<file path="src/rtl/RISCV_MCU_CONFIG.sv">
// MCU-wide configuration constants and shared types (boot ROM window, response record).
package RISCV_MCU_CONFIG;

    localparam int AXI_ADDR_WIDTH = 32;
    localparam int ROM_ADDR_WIDTH = 12;
    localparam logic [31:0] ROM_START_ADDR = 32'h0000_8000;
    localparam logic [31:0] ROM_END_ADDR   = ROM_START_ADDR + (32'd4 << ROM_ADDR_WIDTH);
    localparam int ROM_RESP_DEPTH = 2;

    typedef struct packed {
        logic [31:0] rdata;
        logic        err;
    } rom_resp_t;

    localparam int ROM_RESP_W = $bits(rom_resp_t);

endpackage

</file>
<file path="src/rtl/rom_resp_fifo.sv">
// Small synchronous FIFO holding ROM fetch responses until the consumer accepts them.
module rom_resp_fifo
    import RISCV_MCU_CONFIG::*;
#(
    parameter int DEPTH = ROM_RESP_DEPTH,
    parameter int WIDTH = ROM_RESP_W
) (
    input  logic             clk,
    input  logic             rst_n,
    input  logic             push,
    input  logic             pop,
    input  logic [WIDTH-1:0] din,
    output logic [WIDTH-1:0] dout,
    output logic             empty,
    output logic             full
);

    localparam int PW = (DEPTH > 1) ? $clog2(DEPTH) : 1;
    localparam int CW = $clog2(DEPTH + 1);

    logic [WIDTH-1:0] r_mem [DEPTH];
    logic [PW-1:0]    r_wr_ptr;
    logic [PW-1:0]    r_rd_ptr;
    logic [CW-1:0]    r_count;
    logic             w_do_push;
    logic             w_do_pop;

    assign empty     = (r_count == '0);
    assign full      = (r_count == CW'(DEPTH));
    assign w_do_push = push & ~full;
    assign w_do_pop  = pop & ~empty;
    assign dout      = r_mem[r_rd_ptr];

    function automatic logic [PW-1:0] ptr_inc(input logic [PW-1:0] p);
        return (p == PW'(DEPTH - 1)) ? '0 : p + 1'b1;
    endfunction

    always_ff @(posedge clk) begin
        if (w_do_push) begin
            r_mem[r_wr_ptr] <= din;
        end
    end

    always_ff @(posedge clk or negedge rst_n) begin
        if (!rst_n) begin
            r_wr_ptr <= '0;
            r_rd_ptr <= '0;
            r_count  <= '0;
        end else begin
            if (w_do_push) r_wr_ptr <= ptr_inc(r_wr_ptr);
            if (w_do_pop)  r_rd_ptr <= ptr_inc(r_rd_ptr);
            r_count <= r_count + CW'(w_do_push) - CW'(w_do_pop);
        end
    end

endmodule

</file>
<file path="src/rtl/boot_rom_fetch_if.sv">
// Boot ROM instruction-fetch front end: window decode, 1-cycle ROM access, credit-limited response buffer.
// Optional build macro ROM_RANDOM_STALL_EN adds LFSR-driven grant drops for latency stress in simulation.
module boot_rom_fetch_if
    import RISCV_MCU_CONFIG::*;
#(
    parameter int ADDR_WIDTH = AXI_ADDR_WIDTH,
    parameter int DATA_WIDTH = 32,
    parameter int ROM_AW     = ROM_ADDR_WIDTH,
    parameter logic [ADDR_WIDTH-1:0] ROM_BASE = ADDR_WIDTH'(ROM_START_ADDR),
    parameter int RESP_DEPTH = ROM_RESP_DEPTH
) (
    input  logic                  clk,
    input  logic                  rst_n,
    input  logic                  instr_req_i,
    input  logic [ADDR_WIDTH-1:0] instr_addr_i,
    output logic                  instr_gnt_o,
    output logic                  instr_rvalid_o,
    input  logic                  instr_rready_i,
    output logic [DATA_WIDTH-1:0] instr_rdata_o,
    output logic                  instr_err_o,
    output logic                  rom_en_o,
    output logic [ROM_AW-1:0]     rom_addr_o,
    input  logic [DATA_WIDTH-1:0] rom_rdata_i
);

    localparam int CW = $clog2(RESP_DEPTH + 1);
    localparam logic [ADDR_WIDTH-1:0] ROM_END = ROM_BASE + (ADDR_WIDTH'(4) << ROM_AW);

    logic [CW-1:0] r_cnt;
    logic          r_inflight;
    logic          r_inflight_err;
    logic          w_hit;
    logic          w_stall;
    logic          w_pop;
    logic          w_fifo_push;
    logic          w_fifo_pop;
    logic          w_fifo_empty;
    logic          w_fifo_full;
    rom_resp_t     w_new_resp;
    rom_resp_t     w_head_resp;
    rom_resp_t     w_out_resp;

    assign w_hit = (instr_addr_i >= ROM_BASE) && (instr_addr_i < ROM_END)
                   && (instr_addr_i[1:0] == 2'b00);

`ifdef ROM_RANDOM_STALL_EN
    logic [15:0] r_lfsr;

    // Fibonacci LFSR, taps 16/14/13/11
    always_ff @(posedge clk or negedge rst_n) begin
        if (!rst_n) begin
            r_lfsr <= 16'hACE1;
        end else begin
            r_lfsr <= {r_lfsr[0] ^ r_lfsr[2] ^ r_lfsr[3] ^ r_lfsr[5], r_lfsr[15:1]};
        end
    end

    assign w_stall = (r_lfsr[1:0] == 2'b00);
`else
    assign w_stall = 1'b0;
`endif

    // A pop in the same cycle frees a credit for a new grant.
    assign w_pop       = instr_rvalid_o & instr_rready_i;
    assign instr_gnt_o = instr_req_i & ~w_stall & ((r_cnt - CW'(w_pop)) < CW'(RESP_DEPTH));
    assign rom_en_o    = instr_gnt_o & w_hit;
    assign rom_addr_o  = rom_en_o ? ROM_AW'((instr_addr_i - ROM_BASE) >> 2) : '0;

    always_ff @(posedge clk or negedge rst_n) begin
        if (!rst_n) begin
            r_cnt          <= '0;
            r_inflight     <= 1'b0;
            r_inflight_err <= 1'b0;
        end else begin
            r_cnt          <= r_cnt + CW'(instr_gnt_o) - CW'(w_pop);
            r_inflight     <= instr_gnt_o;
            r_inflight_err <= instr_gnt_o & ~w_hit;
        end
    end

    always_comb begin
        w_new_resp = '0;
        if (r_inflight) begin
            w_new_resp.rdata = r_inflight_err ? 32'h0 : 32'(rom_rdata_i);
            w_new_resp.err   = r_inflight_err;
        end
    end

    // Empty FIFO lets the in-flight response fall through; otherwise it queues behind the head.
    assign w_fifo_push = r_inflight & ~(w_fifo_empty & instr_rready_i);
    assign w_fifo_pop  = ~w_fifo_empty & instr_rready_i;

    rom_resp_fifo #(
        .DEPTH (RESP_DEPTH),
        .WIDTH (ROM_RESP_W)
    ) u_fifo (
        .clk   (clk),
        .rst_n (rst_n),
        .push  (w_fifo_push),
        .pop   (w_fifo_pop),
        .din   (w_new_resp),
        .dout  (w_head_resp),
        .empty (w_fifo_empty),
        .full  (w_fifo_full)
    );

    assign w_out_resp     = w_fifo_empty ? w_new_resp : w_head_resp;
    assign instr_rvalid_o = w_fifo_empty ? r_inflight : 1'b1;
    assign instr_rdata_o  = DATA_WIDTH'(w_out_resp.rdata);
    assign instr_err_o    = w_out_resp.err;

endmodule

</file>
<file path="config.mk">
export PLATFORM = sky130hd
export DESIGN_NAME = boot_rom_fetch_if
export DESIGN_NICKNAME = d
export VERILOG_FILES = /design/src/rtl/RISCV_MCU_CONFIG.sv /design/src/rtl/rom_resp_fifo.sv /design/src/rtl/boot_rom_fetch_if.sv
export SDC_FILE = /design/constraint.sdc
export NUM_CORES = 1
export LEC_CHECK = 0
export ABC_AREA = 1
export CAP_MARGIN = 20
export CORE_MARGIN = 4
export CORE_UTILIZATION = 60
export CTS_BUF_LIST = sky130_fd_sc_hd__clkbuf_16
export DETAILED_ROUTE_END_ITERATION = 16
export DONT_BUFFER_PORTS = 1
export PLACE_DENSITY_LB_ADDON = 0.3
export SYNTH_ARGS = -nofsm -noshare
export SYNTH_HDL_FRONTEND = slang
export SYNTH_HIERARCHICAL = 1
export SYNTH_SLANG_ARGS = --single-unit
</file>
<file path="constraint.sdc">
create_clock -name clk -period 4.5 [get_ports clk]
set_clock_uncertainty 0.05 [all_clocks]
set_input_delay 1.125 -clock clk [delete_from_list [all_inputs] [get_ports clk]]
set_output_delay 1.125 -clock clk [all_outputs]
set_load 0.05 [all_outputs]
</file>
* After elaboration in Yosys (flattened, before gate mapping)
Memories as Yosys holds them, arrays and structs flattened. Cells that the tools add are included.
Storage, ports and cells: word-level logic and storage cells 45, bits in latches 0, bits of input ports 68, memory bits (read-only) 0, register bits 8, bits in writable memories 66, memories 1
Cells by class: order comparisons 3, add/sub/neg operators 8, shift-type cells 0, equal/unequal tests 1, multiply operators 0, muxes and demuxes 9, reduce and logical (&&, ||, !) cells 4, bitwise gates (word level) 13, div/mod/pow operators 0
Memory list:
- u_fifo.r_mem | depth 2, width 33, read ports 1, clocked after memory_dff 0, write ports 1, RTL line rom_resp_fifo.sv:21 | logic [WIDTH-1:0] r_mem [DEPTH];
Operator list (count):
- 33-bit two-way mux | 2
- 32-bit by 16-bit >= comparator with 1-bit output, second input constant | 1
- 32-bit by 16-bit less-than comparator with 1-bit output, second input constant | 1
- 32-bit two-way mux | 1
- 14-bit by 1-bit subtractor with 14-bit output, second input constant | 1
- 12-bit two-way mux | 1
- 1-bit bitwise AND | 9
- 2-bit by 1-bit subtractor with 2-bit output | 3
- 1-bit two-way mux | 5
- 2-bit by 1-bit adder with 2-bit output | 2
- 2-bit zero test | 2
- 1-bit inverter | 4
- 1-bit adder, second input constant | 2
- 2-bit == test, second input constant | 1
- 1-bit logical AND | 2
- 2-bit less-than comparator, second input constant | 1

* Logic depth before layout (Yosys ltp)
word-level depth 8, gate-level depth with buffers 14

* By module
Netlist, hierarchy kept.
Modules (own cells, without submodules):
- rom_resp_fifo | area each 2695.1 µm², sequential area each 2082.0 µm², cells each 206, instances 1
- boot_rom_fetch_if | area each 1506.4 µm², sequential area each 100.1 µm², cells each 179, instances 1

* Least setup slack after synthesis
OpenSTA, ideal clock, no wires.
path kind in2out, start input instr_rready_i, end output rom_addr_o[0], buffers on the path 0, arrival time 2770 ps, path slack 555 ps, required time 3325 ps, cell stages on the path 9, cells stage by stage inv_1 > a21oi_1 > ha_1 > inv_1 > nand2_1 > nand2_2 > nor2_4 > nand4_4 > nor2_1
Between the ends: word-level cells in the longest chain between the ends 6
Ends and longest elaborated chain:
- start, declared | RTL line boot_rom_fetch_if.sv:18 | input logic instr_rready_i,
- 1-bit bitwise AND | RTL line boot_rom_fetch_if.sv:64 | assign w_pop = instr_rvalid_o & instr_rready_i;
- 2-bit by 1-bit subtractor with 2-bit output | RTL line boot_rom_fetch_if.sv:65 | assign instr_gnt_o = instr_req_i & ~w_stall & ((r_cnt - CW'(w_pop)) < CW'(RESP_DEPTH));
- 2-bit less-than comparator | RTL line boot_rom_fetch_if.sv:65
- 1-bit bitwise AND | RTL line boot_rom_fetch_if.sv:65
- named net instr_gnt_o | RTL line boot_rom_fetch_if.sv:16 | output logic instr_gnt_o,
- 1-bit bitwise AND | RTL line boot_rom_fetch_if.sv:66 | assign rom_en_o = instr_gnt_o & w_hit;
- 12-bit two-way mux | RTL line boot_rom_fetch_if.sv:67 | assign rom_addr_o = rom_en_o ? ROM_AW'((instr_addr_i - ROM_BASE) >> 2) : '0;
- end, declared | RTL line boot_rom_fetch_if.sv:22 | output logic [ROM_AW-1:0] rom_addr_o,
The timed path passes the listed nets, and every way through them passes these cells.

* Final worst setup path
start input instr_rready_i, end output rom_addr_o[8]
Between the ends: word-level cells in the longest chain between the ends 6
Ends and longest elaborated chain (RTL line):
- 1-bit bitwise AND | boot_rom_fetch_if.sv:64
- 2-bit by 1-bit subtractor with 2-bit output | boot_rom_fetch_if.sv:65
- 2-bit less-than comparator | boot_rom_fetch_if.sv:65
- 1-bit bitwise AND | boot_rom_fetch_if.sv:65
- 1-bit bitwise AND | boot_rom_fetch_if.sv:66
- 12-bit two-way mux | boot_rom_fetch_if.sv:67
No other way between the ends.

==> metrics.md <==
| Metric | Value |
|---|---|
| Htree depth | `3` |
| Initial Util | `0.618` |
| R2R Setup Slk | `1.83 ns` |
| Initial DRC Count | `127` |
| Power per cell area | `821 nW/µm²` |
| Max clock buf depth | `2` |
| Initial antenna violation count | `0` |
| Final setup viols | `0` |
| Final worst path period need | `3.70 ns` |
| Largest net degree at the start of global routing | `38` |
| Met3 Resource Use GR | `0.0353` |
| Critical path class | `input pin to primary output` |
| WP data arrival | `2.53 ns` |
| Wirelength per Cell | `14.7 µm` |
| Total GRT Usage | `0.178` |
| Max Fclk | `270 MHz` |
| Tcrit/Tclk final | `0.822` |
| Setup crit end | `rom_addr_o[8]` |
| Die Span X | `91.6 µm` |
| CTS clock-pin slew for the worst setup and hold paths | `0.05 ns` |
| DPL Wire Length | `4.79 mm` |
| Combinational power share | `0.536` |
| Number of placement rows | `30` |
| Worst Setup End Kind | `primary output` |
| Die Ht | `91.6 µm` |
| Met1 Use GR | `0.200` |
| Critical path origin | `instr_rready_i` |
| Ys Warns | `6` |
| DP Worst Slack | `0.787 ns` |
| Critical Path Start Type | `input pin` |
| Slew headroom | `0.327` |
| GP Congestion | `0.710` |
| Routed Antenna Nets | `0` |
| GRT overflow | `0` |
| Root Buffer | `clkbuf_16` |
| Class of the worst hold path | `flip-flop to flip-flop` |
| Total number of vias | `2461` |
| Post-CTS Setup Repair Bufs | `0` |
| DP Area | `4210 µm²` |
| PortBufs | `0` |
| Met2 Use GR | `0.326` |
| Die footprint | `8400 µm²` |
| Post-layout util | `0.661` |
| Post-Layout Inst Area | `4490 µm²` |
| Placeable Area | `6790 µm²` |
| Max FO, Critical Path | `13` |
| Clk Latency, worst-skew pair | `0.32 ns` |
| Peak VDD IR | `453 µV` |
| WP data required | `3.32 ns` |
| Post-Synthesis Cells | `384` |
| Clk pwr share | `0.179` |
| Cell internal pwr | `0.00193 W` |
| Critical R2R Launch | `u_fifo/r_count[1]` |
| Leakage | `2.04 nW` |
| Setup tns final | `0 ns` |
| DRT Wirelength | `7.18 mm` |
| Layout cell share with drive strength beyond 1 | `0.288` |
| Vias in the first global route | `2486` |
| CTS tree | `yes` |
| Post-route setup slack | `0.799 ns` |
| GR peak layer | `met2` |
| Tot Pwr | `0.00369 W` |
| Detailed-route DRC error count | `0` |
| Slew @ Worst Pin | `1.01 ns` |
| Area growth, synth to finish | `6.91%` |
| I/O pin count | `116` |
| Max-cap violations | `0` |
| Cts bufs inserted | `9` |
| Switching Share | `0.476` |
| Net count after synthesis | `456` |
| Mapped Area | `4200 µm²` |
| RSZ-0062 raised after global routing | `no` |
| Avg Synthesized Cell Area | `10.9 µm²` |
| Final Hold Viols | `0` |
| CTS sink count | `74` |
| CTS Hold Bufs | `0` |
| Status | `completed` |
| Final Max Slew Viols | `0` |
| Switching pwr | `0.00176 W` |
| Detailed-router iteration count before antenna repair | `6` |
| Seq pwr share | `0.285` |
| Antenna cell count | `0` |
| Cell count of the worst reg-to-reg path | `8` |
| Reg2reg end | `u_fifo/r_mem[0][29]` |
| DR vias/cell | `5.04` |
| # resized after CTS | `0` |
| First-pass GRT wire length | `11.7 mm` |
| Layout Nets | `460` |
## critical path: stages
cell and delay [ns]:
inv_1 0.03, a21oi_1 0.11, ha_1 0.18, inv_1 0.04, nand2_1 0.06, nand2_2 0.08, nor2_4 0.11, nand4_4 0.26
nor2_2 0.52
## power groups by stage
stage | registers [W] | clock network [W] | logic (W)
after global routing | 0.00106 | 0.000702 | 0.00210
final | 0.00105 | 0.000661 | 0.00198
after detailed placement | 0.00106 | 0 | 0.00200
after global placement | 0.00105 | 0 | 0.00197
after floorplan | 0.00103 | 0 | 0.00188
after CTS | 0.00105 | 0.000677 | 0.00200
## per-stage QoR
step | hold WS (ns) | instances
after floorplan | 0.392 | 384
after global placement | 0.405 | 473
after detailed placement | 0.420 | 473
after CTS | 0.435 | 488
after global routing | 0.432 | 488
final | 0.442 | 488
## registers in the layout, indices dropped and copies added (netlist names)
register / cells
u_fifo/r_wr_ptr: 1
r_inflight_err: 1
r_cnt: 2
r_inflight: 1
u_fifo/r_count: 2
u_fifo/r_rd_ptr: 1
u_fifo/r_mem: 66
## metal layers
metal | up-vias | part of all wire | wire length [µm]
li1 | 1210 | - | -
met1 | 1150 | 0.39 | 2820
met2 | 88 | 0.54 | 3860
met3 | 13 | 0.048 | 344
met4 | 0 | 0.022 | 155
met5 | - | 0 | 0
## layout make-up
| type | instances | area, µm² |
|---|---|---|
| tap | 96 | 120 |
| fill | 530 | 2310 |
| clock buffer | 9 | 225 |
| clock inverter | 6 | 51.3 |
| timing repair buffer | 8 | 60.1 |
| sequential | 74 | 2180 |
| multi-input combinational | 229 | 1590 |
| inverter | 66 | 260 |
## placed cells by master, fill, tap and decap left out, types with 2 or more instances in the layout
cell type,count
inv_1,63
buf_4,8
mux2_2,2
nand2_2,11
edfxtp_1,66
nand3_1,4
nor2_4,34
nor2_2,10
clkinv_2,2
inv_2,3
mux2_4,30
ha_1,4
nor2_1,17
nand2_1,111
a21oi_1,3
clkbuf_16,9
dfrtp_1,8
## worst min-delay path by stage
stage | from | endpoint | slack, ns | cells past startpoint
2_1_floorplan | u_fifo/r_wr_ptr | u_fifo/r_wr_ptr | 0.39 | 2
3_3_place_gp | u_fifo/r_wr_ptr | u_fifo/r_wr_ptr | 0.40 | 2
3_5_place_dp | u_fifo/r_wr_ptr | u_fifo/r_wr_ptr | 0.42 | 2
4_1_cts | rst_n | r_cnt[1] | 0.43 | 0
5_1_grt | rst_n | r_cnt[1] | 0.43 | 0
6_report | u_fifo/r_wr_ptr | u_fifo/r_wr_ptr | 0.44 | 2
No activity file was read; power rests on OpenSTA's default activity.
